**config.mk**
```make
export PLATFORM = sky130hd
export DESIGN_NAME = dual_debounce
export DESIGN_NICKNAME = d
export VERILOG_FILES = /design/src/rtl/dual_debounce_pkg.sv /design/src/rtl/debounce_channel.sv /design/src/rtl/dual_debounce.sv
export SDC_FILE = /design/constraint.sdc
export NUM_CORES = 1
export LEC_CHECK = 0
export ABC_AREA = 1
export BUFFER_PORTS_ARGS = -buffer_cell sky130_fd_sc_hd__buf_2
export CORE_AREA = 3 3 44 85
export DETAILED_ROUTE_END_ITERATION = 8
export DIE_AREA = 0 0 47 88
export GPL_TIMING_DRIVEN = 0
export PLACE_DENSITY = 0.65
export SKIP_LAST_GASP = 1
export SLEW_MARGIN = 20
export SYNTH_ARGS = -nofsm -noshare
export SYNTH_HDL_FRONTEND = slang
export SYNTH_HIERARCHICAL = 1
export SYNTH_SLANG_ARGS = --single-unit
export TNS_END_PERCENT = 10
```
**constraint.sdc**
```tcl
create_clock -name clk -period 2.3 [get_ports clk]
set_input_delay 0.345 -clock clk [delete_from_list [all_inputs] [get_ports clk]]
set_output_delay 0.345 -clock clk [all_outputs]
set_load 0.01 [all_outputs]
```
**src/rtl/dual_debounce_pkg.sv**
```systemverilog
// Shared types and defaults for the two-channel debouncer.
// Holds the per-channel FSM state type and the saturating glitch-count helper.
package dual_debounce_pkg;

  localparam int DEFAULT_SYNC_STAGES     = 2;
  localparam int DEFAULT_DEBOUNCE_CYCLES = 16;
  localparam int GLITCH_W                = 8;

  typedef enum logic [1:0] {
    STABLE_LO = 2'd0,
    PEND_HI   = 2'd1,
    STABLE_HI = 2'd2,
    PEND_LO   = 2'd3
  } db_state_e;

  function automatic logic is_stable(input db_state_e st);
    return (st == STABLE_LO) || (st == STABLE_HI);
  endfunction

  // Adds 0..2 glitch events per cycle and clamps at the all-ones value.
  function automatic logic [GLITCH_W-1:0] glitch_add(input logic [GLITCH_W-1:0] cnt,
                                                     input logic [1:0]          inc);
    logic [GLITCH_W:0] sum;
    sum = {1'b0, cnt} + {{(GLITCH_W-1){1'b0}}, inc};
    return sum[GLITCH_W] ? {GLITCH_W{1'b1}} : sum[GLITCH_W-1:0];
  endfunction

endpackage

```
**src/rtl/debounce_channel.sv**
```systemverilog
// One debounced channel: synchroniser chain, 4-state FSM with disagreement
// counter, registered level and edge pulses, and a combinational glitch strobe.
module debounce_channel
  import dual_debounce_pkg::*;
#(
  parameter int SYNC_STAGES     = DEFAULT_SYNC_STAGES,
  parameter int DEBOUNCE_CYCLES = DEFAULT_DEBOUNCE_CYCLES
) (
  input  logic clk,
  input  logic rst_n,
  input  logic raw,
  output logic level,
  output logic rise,
  output logic fall,
  output logic glitch,
  output logic stable_next
);

  localparam int            CW   = $clog2(DEBOUNCE_CYCLES + 1);
  localparam logic [CW-1:0] LAST = CW'(DEBOUNCE_CYCLES - 1);

  logic [SYNC_STAGES-1:0] sync_q;
  logic                   s;
  db_state_e              state_q, state_d;
  logic [CW-1:0]          cnt_q, cnt_d;
  logic                   level_d, rise_d, fall_d;
  logic                   pending, disagree, done;

  // The raw pin is asynchronous; only the last stage of this chain is trusted.
  // NOTE: every clocked block uses non-blocking assignments so all flops
  // sample the pre-edge values and simulation order cannot change behaviour.
  always_ff @(posedge clk or negedge rst_n) begin
    if (!rst_n) sync_q <= '0;
    else        sync_q <= {sync_q[SYNC_STAGES-2:0], raw};
  end

  assign s        = sync_q[SYNC_STAGES-1];
  assign pending  = (state_q == PEND_HI) || (state_q == PEND_LO);
  assign disagree = s ^ level;
  assign done     = disagree && (cnt_q == LAST);

  always_ff @(posedge clk or negedge rst_n) begin
    if (!rst_n) begin
      state_q <= STABLE_LO;
      cnt_q   <= '0;
      level   <= 1'b0;
      rise    <= 1'b0;
      fall    <= 1'b0;
    end else begin
      state_q <= state_d;
      cnt_q   <= cnt_d;
      level   <= level_d;
      rise    <= rise_d;
      fall    <= fall_d;
    end
  end

  // NOTE: each combinational output gets a default before the case so no
  // path leaves it unassigned, which would otherwise infer a latch.
  always_comb begin
    state_d = state_q;
    cnt_d   = '0;
    case (state_q)
      STABLE_LO: if (s) begin
        state_d = PEND_HI;
        cnt_d   = CW'(1);
      end
      STABLE_HI: if (!s) begin
        state_d = PEND_LO;
        cnt_d   = CW'(1);
      end
      PEND_HI, PEND_LO: begin
        if (!disagree)
          state_d = (state_q == PEND_HI) ? STABLE_LO : STABLE_HI;
        else if (done)
          state_d = (state_q == PEND_HI) ? STABLE_HI : STABLE_LO;
        else
          cnt_d = cnt_q + CW'(1);
      end
      default: state_d = STABLE_LO;
    endcase
  end

  // Pulses are computed here and registered, so they appear together with the
  // updated level for exactly one cycle.
  always_comb begin
    rise_d      = pending && done && !level;
    fall_d      = pending && done &&  level;
    level_d     = level ^ (pending && done);
    glitch      = pending && !disagree;
    stable_next = is_stable(state_d);
  end

endmodule

```
**src/rtl/dual_debounce.sv**
```systemverilog
// Two independent debounced inputs feeding a downstream boolean stage, with a
// shared saturating glitch counter and a registered both-settled flag.
module dual_debounce
  import dual_debounce_pkg::*;
#(
  parameter int SYNC_STAGES     = DEFAULT_SYNC_STAGES,
  parameter int DEBOUNCE_CYCLES = DEFAULT_DEBOUNCE_CYCLES
) (
  input  logic                clk,
  input  logic                rst_n,
  input  logic                raw1,
  input  logic                raw2,
  input  logic                clr_glitch,
  output logic                in1,
  output logic                in2,
  output logic                rise1,
  output logic                fall1,
  output logic                rise2,
  output logic                fall2,
  output logic                settled,
  output logic [GLITCH_W-1:0] glitch_cnt
);

  logic glitch1, glitch2;
  logic stable1, stable2;

  debounce_channel #(
    .SYNC_STAGES    (SYNC_STAGES),
    .DEBOUNCE_CYCLES(DEBOUNCE_CYCLES)
  ) u_ch1 (
    .clk        (clk),
    .rst_n      (rst_n),
    .raw        (raw1),
    .level      (in1),
    .rise       (rise1),
    .fall       (fall1),
    .glitch     (glitch1),
    .stable_next(stable1)
  );

  debounce_channel #(
    .SYNC_STAGES    (SYNC_STAGES),
    .DEBOUNCE_CYCLES(DEBOUNCE_CYCLES)
  ) u_ch2 (
    .clk        (clk),
    .rst_n      (rst_n),
    .raw        (raw2),
    .level      (in2),
    .rise       (rise2),
    .fall       (fall2),
    .glitch     (glitch2),
    .stable_next(stable2)
  );

  // Clear has priority over any glitch arriving on the same edge.
  always_ff @(posedge clk or negedge rst_n) begin
    if (!rst_n) begin
      glitch_cnt <= '0;
      settled    <= 1'b1;
    end else begin
      glitch_cnt <= clr_glitch ? '0
                  : glitch_add(glitch_cnt, {1'b0, glitch1} + {1'b0, glitch2});
      settled    <= stable1 && stable2;
    end
  end

endmodule
```
==> key figures <==
Hold path
  – HP Class: input port to asynchronous set/reset pin

Logic synthesis
  – Simple-gate share of the synthesized area: between 20% and 30%
  – Average instance area after synthesis: just under 10 µm²
  – Mapped Cells: 161
  – Post-Synth Adder-Cell Area: ~7%
  – XOR/XNOR share of the synthesized area: under 10%
  – Area share of the largest cell type after synthesis: 51.61%
  – Top post-synthesis cells by area: dfrtp_1 (52%), inv_1 (6.5%), nand2_1 (5.8%), ha_1 (5.6%), nand3_1 (3.5%)
  – Top-count cell post-synth: dfrtp_1
  – Async SR Flop Fraction: 100.0%
  – Netlist cell types: 24
  – Seq/Total Area, Yosys: 53.31%
  – Post-synth top cells: dfrtp_1 (32), inv_1 (27), nand2_1 (24)
  – Main synth FF type: dfrtp_1
  – Seq cells post-synth: 33
  – Cell Area, Synth: about 1600 µm²
  – Largest family of logic cells by synthesized area: simple AND/OR/NAND/NOR gates
  – Post-synth EDFFs: 0
  – Synth Area in Compound Gates: about 4.1%
  – Cell taking the most area after synthesis: dfrtp_1
  – Syn. warnings: 6
  – Mux cell area share after synthesis: 0%
  – Mapped Nets: roughly 170

Status
  – Status: complete, no violations

STA
  – Least-Margin Pin Slew: about 0.7 ns
  – Setup violators final: 0
  – RSZ-0062 raised after global routing: false
  – Crit share post-route: a little over four fifths
  – Fmax: ~520 MHz
  – Fin. max-slew vios: 0
  – Relative slew slack: 52.68%
  – Clock skew: between 0.003 and 0.004 ns
  – Hold Vio Cnt, Final: 0
  – Crit path time final: 1.921 ns
  – Sum Neg Setup Slack: 0 ns
  – Final worst slack: about 0.38 ns

Critical path
  – CP max FO: 7
  – Startpoint Class: register
  – Crit end category: register
  – WS Path Type: register to register
  – Crit Reg-Reg Startpoint: u_ch1/level
  – CP arrival: roughly 2.1 ns
  – R2R cell count: 11
  – Worst EP required: ~2.5 ns
  – CP startpoint: u_ch1/level

Global route
  – Initial antenna violation count: 0
  – First-pass GRT wire length: 4402 µm
  – Total grt overflow: 0
  – Vias in the first global route: roughly 1100
  – Largest net degree at the start of global routing: 34
  – Tot GR Track Use: roughly 15%

Routing
  – Max layer used: met4
  – Via density: 4.867
  – # DRC: 0
  – Starting DRT DRC Count: 7
  – Final WL: roughly 2500 µm
  – Vias: about 1100
  – Length of routed met3 wiring: between 90 and 100 µm
  – WL/cell: 11.67 µm
  – DR pass1 iterations: 4
  – Routed met1 length: ~910 µm
  – Antenna Violating Nets Remaining: 0
  – Met2 wire length: 1481 µm

Place
  – RePlAce Congestion: 0.7409
  – Dpl hpwl: a little under 2000 µm
  – Dpl cell area: roughly 1700 µm²
  – Port bufs: 18
  – Worst Setup Slack post-DPL: ~0.36 ns
  – Cells after DPL: 210

Finish
  – # diodes: 0
  – Fin util: 55.45%
  – Post-route cell area: 1770 µm²
  – Layout Cells excl Fill: ~220
  – Fraction of layout cells with a size suffix above 1: 24.60%
  – Fillcell total: 297
  – FF+latch area: around 830 µm²
  – Area occupied by multi-input gates: ~600 µm²
  – Area grow syn2layout: 14.11%
  – Nets: just under 200

Clocking
  – Post-cts repair resize count: 0
  – CTS tree: done
  – Clock root buffer: clkbuf_8
  – CTS H-tree lvls: 2
  – Clk_lat worst skew: ~0.27 ns
  – Clk pin slew, worst setup/hold paths: 0.06 ns
  – CTS Buf Count: 5
  – Clk sink count: 33
  – Max Root-Sink Buffers: 2
  – Setup repair bufs after CTS: 0
  – Post-CTS Hold Buffers: 0

Pwr
  – Power Density: 665.3 nW/µm²
  – Maximum vdd drop: roughly 480 µV
  – P_leak: approximately 0.94 nW

Die
  – Die width: 47 µm
  – Die Y: around 88 µm
  – I/O pin count: 20
  – Starting density of the core: between 40% and 50%
  – Core area: approximately 3200 µm²
  – Std cell rows: 29
  – Die ar.: between 4000 and 5000 µm²

Flow run
  – Max Cap Viol: 0
[layer usage]
| layer | global-route usage, % | up-vias |
|---|---|---|
| li1 | - | 543 |
| met1 | 14.98 | 496 |
| met2 | 26.02 | 16 |
| met3 | 4.527 | 6 |
| met4 | 6.801 | 0 |
| met5 | 0 | - |
[registers in the layout, indices dropped and copies added, names as in the netlist, 2 cells and up]
name / cells
glitch_cnt: 8
u_ch1/cnt_q: 5
u_ch1/state_q: 2
u_ch1/sync_q: 2
u_ch2/cnt_q: 5
u_ch2/state_q: 2
u_ch2/sync_q: 2
[through the flow]
stage	hold slack, ns	power [mW]
floorplan	0.04941	0.7199
global placement	0.3363	0.7570
detailed placement	0.3372	0.7622
CTS	0.1385	1.202
global route	0.1630	1.250
finish	0.1150	1.178
[worst max-delay path: stages, from the launching register on]
cell	delay, ns
dfrtp_1	0.39
inv_1	0.10
nand2_4	0.08
a21oi_1	0.09
fa_1	0.42
ha_1	0.24
nand3_1	0.12
inv_2	0.06
nand2_4	0.09
nand2_1	0.06
nor2_1	0.08
nor2_1	0.05
[kinds of logic (layout without fill, tap and decap cells)]
logic type / after synthesis / after routing
simple gates: 70 / 70
fa+ha+maj: 8 / 8
compound gates: 12 / 12
xor+xnor: 6 / 6
flops: 33 / 33
buf+inv: 32 / 58
[area by class of cell]
cell class | count | area share [%]
tap | 31 | 2.191
multi-input combinational | 96 | 34.13
buffer | 1 | 0.2120
sequential | 33 | 46.71
timing repair buffer | 18 | 5.088
inverter | 31 | 6.572
clock buffer | 8 | 5.088
[layout by cell type, fill, tap and decap left out]
cell	n
a21oi_1	8
a31oi_1	1
and2_1	2
buf_1	1
buf_2	18
clkbuf_1	2
clkbuf_8	6
dfrtp_1	32
dfstp_2	1
fa_1	1
ha_1	7
inv_1	27
inv_2	4
nand2_1	24
nand2_2	2
nand2_4	3
nand3_1	11
nand3_4	2
nand4_1	2
nor2_1	14
nor2_2	7
nor2_4	2
nor3_2	1
o21ai_0	2
o21bai_1	1
xnor2_1	5
xor2_1	1
[path summary, 6_finish.rpt]
| check | slack [ns] | end |
|---|---|---|
| max | 0.38 | glitch_cnt[7] |
| min | 0.12 | glitch_cnt[4] |
| max reg2reg | 0.38 | glitch_cnt[7] |
| min reg2reg | 0.36 | u_ch1/sync_q[1] |
| max in group asynchronous | 1.73 | u_ch1/state_q[0] |
| min in group clk | 0.17 | u_ch1/sync_q[0] |
[report_power, final]
part           switching (mW)  internal [mW]
clock                   0.186          0.244
sequential             0.0219          0.611
combinational          0.0712         0.0433
total                   0.280          0.898
No activity file was read; power rests on OpenSTA's default activity.
